**src/rtl/chunked_addsub.sv**
```systemverilog
// -----------------------------------------------------------------------------
// chunked_addsub
//   Multi-cycle integer add/subtract unit. The WIDTH-bit operands are added
//   CHUNK bits per clock, with the carry held in a register between slices,
//   so the longest carry chain is CHUNK bits wide rather than WIDTH bits.
//   Subtraction is A + ~B + 1. The unit also does optional signed saturation
//   and produces NZCV-style flags. Both sides use valid/ready handshakes, and
//   only one operation is in flight at a time.
//
// Parameters
//   WIDTH      operand/result width in bits
//   CHUNK      bits added per cycle (WIDTH must be a multiple of CHUNK)
//
// Ports
//   clk        rising-edge clock
//   reset      asynchronous, active-high reset
//   in_valid   operands/controls valid
//   in_ready   unit can accept (high only in IDLE)
//   src1       operand A
//   src2       operand B
//   op         0 = A+B, 1 = A-B
//   sat        1 = signed saturation on overflow
//   out_valid  result/flags valid
//   out_ready  consumer takes the result
//   out        result
//   carryOut   final carry (for subtract, 1 = no borrow)
//   overflow   signed overflow, taken before saturation
//   zero       out == 0
//   negative   out[WIDTH-1]
// -----------------------------------------------------------------------------
module chunked_addsub #(
    parameter int WIDTH = 32,
    parameter int CHUNK = 8
) (
    input  logic             clk,
    input  logic             reset,
    input  logic             in_valid,
    output logic             in_ready,
    input  logic [WIDTH-1:0] src1,
    input  logic [WIDTH-1:0] src2,
    input  logic             op,
    input  logic             sat,
    output logic             out_valid,
    input  logic             out_ready,
    output logic [WIDTH-1:0] out,
    output logic             carryOut,
    output logic             overflow,
    output logic             zero,
    output logic             negative
);

    localparam int N    = WIDTH / CHUNK;
    localparam int IDXW = (N > 1) ? $clog2(N) : 1;
    localparam logic [IDXW-1:0] LAST_IDX = IDXW'(N - 1);

    typedef enum logic [1:0] {
        S_IDLE,
        S_RUN,
        S_DONE
    } state_t;

    state_t           state;
    logic [IDXW-1:0]  idx;
    logic             carry;
    logic             sat_q;
    logic [WIDTH-1:0] a_q;
    logic [WIDTH-1:0] b_q;      // already inverted when subtracting
    logic [WIDTH-1:0] raw_q;    // slices summed so far

    logic [CHUNK:0]   slice_sum;
    logic [WIDTH-1:0] raw_next;
    logic [WIDTH-1:0] sat_value;
    logic [WIDTH-1:0] final_out;
    logic             ovf_next;

    // Adds the current slice and builds the full result as it will stand
    // once this slice is written, so that flags on the last slice see every bit.
    // NOTE: each signal written in always_comb gets a value first, before any
    // condition or partial update. This keeps the block free of inferred latches.
    always_comb begin
        slice_sum = {1'b0, a_q[idx*CHUNK +: CHUNK]}
                  + {1'b0, b_q[idx*CHUNK +: CHUNK]}
                  + {{CHUNK{1'b0}}, carry};
        raw_next = raw_q;
        raw_next[idx*CHUNK +: CHUNK] = slice_sum[CHUNK-1:0];

        // Signed overflow: the operands have the same sign and the result sign differs.
        ovf_next  = (a_q[WIDTH-1] == b_q[WIDTH-1]) && (raw_next[WIDTH-1] != a_q[WIDTH-1]);
        sat_value = a_q[WIDTH-1] ? {1'b1, {(WIDTH-1){1'b0}}}
                                 : {1'b0, {(WIDTH-1){1'b1}}};
        final_out = (sat_q && ovf_next) ? sat_value : raw_next;
    end

    // NOTE: all state updates use non-blocking assignments. Every register
    // then takes the value from before the edge, whatever the statement order.
    // The operand registers are also cleared on reset, so nothing undefined
    // can reach the outputs from slices not yet summed.
    always_ff @(posedge clk or posedge reset) begin
        if (reset) begin
            state     <= S_IDLE;
            idx       <= '0;
            carry     <= 1'b0;
            sat_q     <= 1'b0;
            a_q       <= '0;
            b_q       <= '0;
            raw_q     <= '0;
            in_ready  <= 1'b1;
            out_valid <= 1'b0;
            out       <= '0;
            carryOut  <= 1'b0;
            overflow  <= 1'b0;
            zero      <= 1'b0;
            negative  <= 1'b0;
        end else begin
            case (state)
                S_IDLE: begin
                    if (in_valid && in_ready) begin
                        a_q      <= src1;
                        b_q      <= op ? ~src2 : src2;
                        sat_q    <= sat;
                        carry    <= op;          // the +1 of two's-complement subtract
                        idx      <= '0;
                        in_ready <= 1'b0;
                        state    <= S_RUN;
                    end
                end

                S_RUN: begin
                    raw_q <= raw_next;
                    carry <= slice_sum[CHUNK];
                    if (idx == LAST_IDX) begin
                        out       <= final_out;
                        carryOut  <= slice_sum[CHUNK];
                        overflow  <= ovf_next;
                        zero      <= (final_out == '0);
                        negative  <= final_out[WIDTH-1];
                        out_valid <= 1'b1;
                        idx       <= '0;
                        state     <= S_DONE;
                    end else begin
                        idx <= idx + IDXW'(1);
                    end
                end

                S_DONE: begin
                    // The result is held until the consumer takes it.
                    // New requests wait until then.
                    if (out_ready) begin
                        out_valid <= 1'b0;
                        in_ready  <= 1'b1;
                        state     <= S_IDLE;
                    end
                end

                default: begin
                    out_valid <= 1'b0;
                    in_ready  <= 1'b1;
                    state     <= S_IDLE;
                end
            endcase
        end
    end

endmodule

```
**config.mk**
```make
export PLATFORM = sky130hd
export DESIGN_NAME = chunked_addsub
export DESIGN_NICKNAME = d
export VERILOG_FILES = /design/src/rtl/chunked_addsub.sv
export SDC_FILE = /design/constraint.sdc
export NUM_CORES = 1
export LEC_CHECK = 0
export BUFFER_PORTS_ARGS = -buffer_cell sky130_fd_sc_hd__buf_2
export CAP_MARGIN = 20
export CORE_MARGIN = 1.5
export CORE_UTILIZATION = 30
export CTS_CLUSTER_DIAMETER = 100
export DETAILED_ROUTE_END_ITERATION = 10
export PLACE_DENSITY = 0.54
export SYNTH_ARGS = -nofsm -noshare
export SYNTH_HDL_FRONTEND = slang
export SYNTH_SLANG_ARGS = --single-unit
```
**constraint.sdc**
```tcl
create_clock -name clk -period 13.5 [get_ports clk]
set_input_delay 2.7 -clock clk [delete_from_list [all_inputs] [get_ports clk]]
set_output_delay 2.7 -clock clk [all_outputs]
set_load 0.03 [all_outputs]
```
* After elaboration in Yosys (flattened, before gate mapping)
Cells that the tools add are included.
Storage, ports and cells: memories kept 0, input bits 70, bits in writable memories 0, logic and storage cells 64, bits in latches 0, flip-flop bits (word level) 140, memory bits (read-only) 0, output and inout port bits 38
Operators by class: shift-type cells 4, magnitude comparators 0, multiplexer cells 19, bitwise logic cells 3, multipliers 0, div/mod/pow operators 0, reductions and logical operators 12, equality and inequality tests 8, $add $sub $neg 4
Operators by type and width (count):
- 2-to-1 mux 32 bit | 3
- indexed part select 32 x 6 -> 8 bit | 2
- negation 5 -> 34 bit | 1
- variable shift 8 x 34 -> 32 bit (first input constant) | 1
- indexed part select 8 x 34 -> 32 bit | 1
- bitwise mux 32 bit | 1
- logical NOT 32 bit | 1
- NOT 32 bit | 1
- 2-to-1 mux 2 bit | 5
- adder 8 x 8 -> 9 bit | 1
- adder 9 x 1 -> 9 bit | 1
- AND reduction 3 bit | 3
- inequality test 2 bit (second input constant) | 3
- case mux 1 bit (3 select lines) | 2
- case mux 2 bit (3 select lines) | 1
- AND reduction 2 bit | 3
- 2-to-1 mux 1 bit | 5
- equality test 2 bit (second input constant) | 2
- case mux 2 bit (2 select lines) | 1
- logical AND 1 bit | 3
- adder 2 x 1 -> 2 bit (second input constant) | 1
- equality test 2 x 1 -> 1 bit (second input constant) | 1
- logical NOT 2 bit | 1
- NOT 1 bit | 2
- other kinds (4) | 4

* Longest topological paths before layout
word-level depth 10, gate-level depth with buffers 14

* Worst setup path before layout
Ideal clock, no wire load.
kind input -> register, start point input port in_valid, end point register a_q[10], stages 4, data arrival time 4.041 ns, path slack 9.334 ns, library setup time 0.125 ns, cells stage by stage nor4bb_1 clkbuf_1 clkbuf_1 mux2_2
Between the ends: word-level cells in the longest chain between the ends 2
Ends and longest elaborated chain:
- start: declaration | RTL line 37 | input logic in_valid,
- logical AND 1 bit | RTL line 117 | if (in_valid && in_ready) begin
- AND reduction 2 bit (no source line)
- end signal: assignment | RTL line 118 | a_q <= src1;
- end: declaration | RTL line 66 | logic [WIDTH-1:0] a_q;
Every way passes these cells. A chain may end at the register's enable or synchronous reset.

* Worst setup path after layout
start point register idx[0], end point register zero
Between the ends: word-level cells in the longest chain between the ends 10
Ends and longest elaborated chain:
- start: declaration | RTL line 63 | logic [IDXW-1:0] idx;
- start signal: assignment | RTL line 141 | idx <= idx + IDXW'(1);
- indexed part select 32 x 6 -> 8 bit (on tied branches) | RTL line 81, 82
- adder 8 x 8 -> 9 bit | RTL line 82 | + {1'b0, b_q[idx*CHUNK +: CHUNK]}
- adder 9 x 1 -> 9 bit | RTL line 83 | + {{CHUNK{1'b0}}, carry};
- indexed part select 8 x 34 -> 32 bit | RTL line 85 | raw_next[idx*CHUNK +: CHUNK] = slice_sum[CHUNK-1:0];
- bitwise mux 32 bit | RTL line 85
- inequality test 1 bit | RTL line 88 | ovf_next = (a_q[WIDTH-1] == b_q[WIDTH-1]) && (raw_next[WIDTH-1] != a_q[WIDTH-1]);
- logical AND 1 bit | RTL line 88
- logical AND 1 bit | RTL line 91 | final_out = (sat_q && ovf_next) ? sat_value : raw_next;
- 2-to-1 mux 32 bit | RTL line 91
- logical NOT 32 bit | RTL line 135 | zero <= (final_out == '0);
- end signal: assignment | RTL line 135
- end: declaration | RTL line 48 | output logic zero,
Several ways; a longest one is shown, not always the timed one.

==> results.txt <==
The post-synthesis cell type with the largest combined area is sky130_fd_sc_hd__dfrtp_1. The min-delay analysis places its worst path in the category register to register. The final antenna-violating net count is 0.

The area enclosed by the die boundary came out at about 24000 um^2. The cell count after synthesis came out at between 600 and 700. The cell area after technology mapping came out at 6877 um^2.

The slew at the pin closest to its max-slew limit came out at between 1000 and 1500 ps. Dividing the final minimum period by the clock period gives a little under a third. The overall overflow remaining after global route is 0.

In this run the static leakage power is 3.582 nW. The run finished with clean final reports. For this design, the sink count on the clock tree is 139. Entering global routing, the biggest net connects 103 pins. After detailed routing, the average wire length per cell comes to about 17 um. The number of enable flip-flop cells after synthesis came out at 0. Detailed placement ended at an HPWL of roughly 12 mm. The number of top-level pins is 108.

The finished cells cover about 8300 um^2. The number of port buffers came out at between 100 and 150. Leaving out filler cells and counting taps, the final layout contains between 1k and 1.5k. Across all hold checks on the routed design, the worst slack comes to ~470 ps. In this run the power density over the cells is 299.7 nW/um^2.

At the worst endpoint, the arrival time is about 4500 ps. In this run the standard cell core region covers between 20000 and 25000 um^2. Yosys printed 0 warnings. The post-CTS setup buffer count is 0. The clock insertion delay at the later pin of the skew report came out at around 420 ps. Counting every net in the synthesized netlist gives between 700 and 800. The sort of element at the end of the critical path is a register. The via count of the first global-routing pass came out at about 5k. The mean instance size in the synthesized netlist is approximately 11 um^2. The setup violation total in the final timing report is 0. The total clock buffers created by CTS is 17. The floorplan step set the die height to 154.4 um.

The x dimension of the die came out at ~150 um. The first routing iteration left approximately 240 violations. The area added between synthesis and finish is 20.23%.

Of all nets on the critical path, the largest fanout is 28. The total wirelength of the detailed-routed design is 17.32 mm. The cell total after placement is roughly 1000. The final setup slack of the worst path is slightly above 9000 ps.

The number of iterations in the first detailed-routing pass came out at 5. In the post-synthesis netlist, the biggest area contributors are sky130_fd_sc_hd__dfrtp_1 (50%), sky130_fd_sc_hd__mux2_2 (5.6%), sky130_fd_sc_hd__mux4_2 (5.2%). Setup repair after global routing left no endpoint under its margin. After clock tree synthesis, the clock-pin slew on the worst setup and hold paths is 60 ps. Among all flip-flop cells after synthesis, the most frequent one is sky130_fd_sc_hd__dfrtp_1.

The deepest level of the CTS H-tree is 4. The fraction of final layout cells sized beyond drive strength 1 came out at between 20 and 30%. The max-slew headroom at the worst pin is approximately 30%. The peak supply drop is approximately 150 uV.

Once the floorplan was initialized, standard cells occupied between 30 and 40% of the core. The number of antenna violations at the first check in global routing is 3. Derived from the worst setup path, the maximum achievable clock frequency is around 240 MHz. The total routing usage reported by global routing is roughly 15%.

The number of antenna diodes is 0. The post-synthesis sequential area ratio is 50.60%. The buffer depth of the longest clock path came out at 2. The placer's final routability congestion estimate came out at around 0.79. In the synthesized netlist the async set-or-reset flop fraction comes to between 90% and 100%. After layout, the minimum clock period comes to roughly 4200 ps. The total negative slack came out at 0 ps. The worst setup path is launched from a register.

For this run, the post-layout net count is around 800. The critical path in this run is classified as register to register. The number of filler cells placed in the layout came out at ~2.3k.

The first global-routing pass estimated 27.85 mm of wire. The number of endpoints with negative hold slack in the final report came out at 0. The data required time of the critical path is roughly 14000 ps. Among all cell types in the netlist, the one instantiated most often is sky130_fd_sc_hd__dfrtp_1. Across the run, the number of max-cap violations was 0. The max-slew violation total from the final report is 0. After clock tree synthesis, the repair step resized 0 gates. By count the netlist is led by sky130_fd_sc_hd__dfrtp_1 (138), sky130_fd_sc_hd__nor2_1 (85), sky130_fd_sc_hd__a21oi_1 (58), sky130_fd_sc_hd__mux2_2 (34), sky130_fd_sc_hd__xnor2_1 (33). Hold repair after CTS inserted 0 buffers. The per-cell via count in the routed design came out at between 5 and 6. The distinct cell type count of the synthesized netlist is 59. The cell area after placement is approximately 7700 um^2. The detailed router placed 5094 vias in this run.

The post-synthesis sequential element count is roughly 140. The post-detailed-route DRC marker count came out at 0. The area share of the largest cell type after synthesis is 50.22%. The count of standard-cell rows came out at 55. TritonCTS built the clock tree. The clock root buffer is sky130_fd_sc_hd__clkbuf_16. The pre-CTS worst setup slack came out at 9082 ps. The final worst clock skew came out at roughly 11 ps.
[worst paths after layout]
path                       cells past startpoint        to  slack [ps]      from
max                                           14      zero        9270    idx[0]
min                                            2  raw_q[0]         470  raw_q[0]
max reg2reg                                   14      zero        9270    idx[0]
min reg2reg                                    2  raw_q[0]         470  raw_q[0]
max in group asynchronous                      3    b_q[1]        9900     reset
min in group asynchronous                      2  state[1]        2410     reset
[cells by family after synthesis]
kind of cell	count (synthesis)	synth area share, %
AO/OA/AOI/OAI	157	15.50
XOR/XNOR	37	4.822
adder cells (fa/ha/maj)	15	2.948
buffers and inverters	54	3.384
flip-flops	139	50.60
multiplexers	51	10.95
AND/OR/NAND/NOR	169	11.79
[flip-flops by register name, indices dropped and copies added, names as in the netlist]
register and flops:
overflow 1, out_valid 1, carryOut 1, sat_q 1
out 32, state 2, b_q 32, in_ready 1
zero 1, idx 2, a_q 32, carry 1
raw_q 32
[critical path, cell delays in order, from the launching register on]
cell and delay, ps:
sky130_fd_sc_hd__dfrtp_1 320, sky130_fd_sc_hd__buf_4 380, sky130_fd_sc_hd__mux4_2 560, sky130_fd_sc_hd__inv_1 120, sky130_fd_sc_hd__fa_1 200, sky130_fd_sc_hd__inv_1 60, sky130_fd_sc_hd__fa_1 400, sky130_fd_sc_hd__a211oi_1 320
sky130_fd_sc_hd__nor3b_1 100, sky130_fd_sc_hd__o31a_1 280, sky130_fd_sc_hd__xor2_1 630, sky130_fd_sc_hd__a21oi_1 230, sky130_fd_sc_hd__and4_1 280, sky130_fd_sc_hd__nand4_1 130, sky130_fd_sc_hd__o21ai_1 90
[cell type report]
class / instances / area, um^2 / area share [%]
clock buffers: 24 / 461.7 / 5.584
clock inverters: 8 / 98.84 / 1.196
inverters: 13 / 53.80 / 0.6507
multi-input cells: 429 / 3182 / 38.48
flip-flops and latches: 139 / 3480 / 42.09
well taps: 285 / 356.6 / 4.313
repair buffers: 117 / 635.6 / 7.688
[routing by layer]
metal	vias up	wire, um	track usage, %
met4	6	238	5.723
li1	2431	-	-
met2	143	7924	21.77
met5	-	36	0
met3	18	1038	3.979
met1	2496	8083	21.67
[where the power goes]
part / switching (mW) / internal [mW]
Combinational: 0.807 / 0.507
Clock: 0.175 / 0.276
Sequential: 0.110 / 0.602
[cell usage in the layout (no fill, tap or decap), types with 8 or more instances in the layout]
| cell type | instances |
|---|---|
| sky130_fd_sc_hd__o21ai_0 | 12 |
| sky130_fd_sc_hd__inv_1 | 12 |
| sky130_fd_sc_hd__a211oi_1 | 28 |
| sky130_fd_sc_hd__nor2_1 | 85 |
| sky130_fd_sc_hd__a22oi_1 | 9 |
| sky130_fd_sc_hd__buf_2 | 107 |
| sky130_fd_sc_hd__ha_1 | 13 |
| sky130_fd_sc_hd__a21oi_1 | 58 |
| sky130_fd_sc_hd__a22o_1 | 19 |
| sky130_fd_sc_hd__mux2_2 | 34 |
| sky130_fd_sc_hd__nand2_1 | 31 |
| sky130_fd_sc_hd__dfrtp_1 | 138 |
| sky130_fd_sc_hd__buf_4 | 8 |
| sky130_fd_sc_hd__nor2b_1 | 16 |
| sky130_fd_sc_hd__clkbuf_16 | 18 |
| sky130_fd_sc_hd__mux4_2 | 16 |
| sky130_fd_sc_hd__xnor2_1 | 33 |
[metrics by stage]
stage / utilization [%] / total power [mW]
final: 36.63 / 2.477
after global routing: 36.63 / 2.649
after CTS: 36.52 / 2.493
after detailed placement: 34.04 / 2.030
after global placement: 33.97 / 2.015
after floorplan: - / 1.631
No activity file was read; power rests on OpenSTA's default activity.
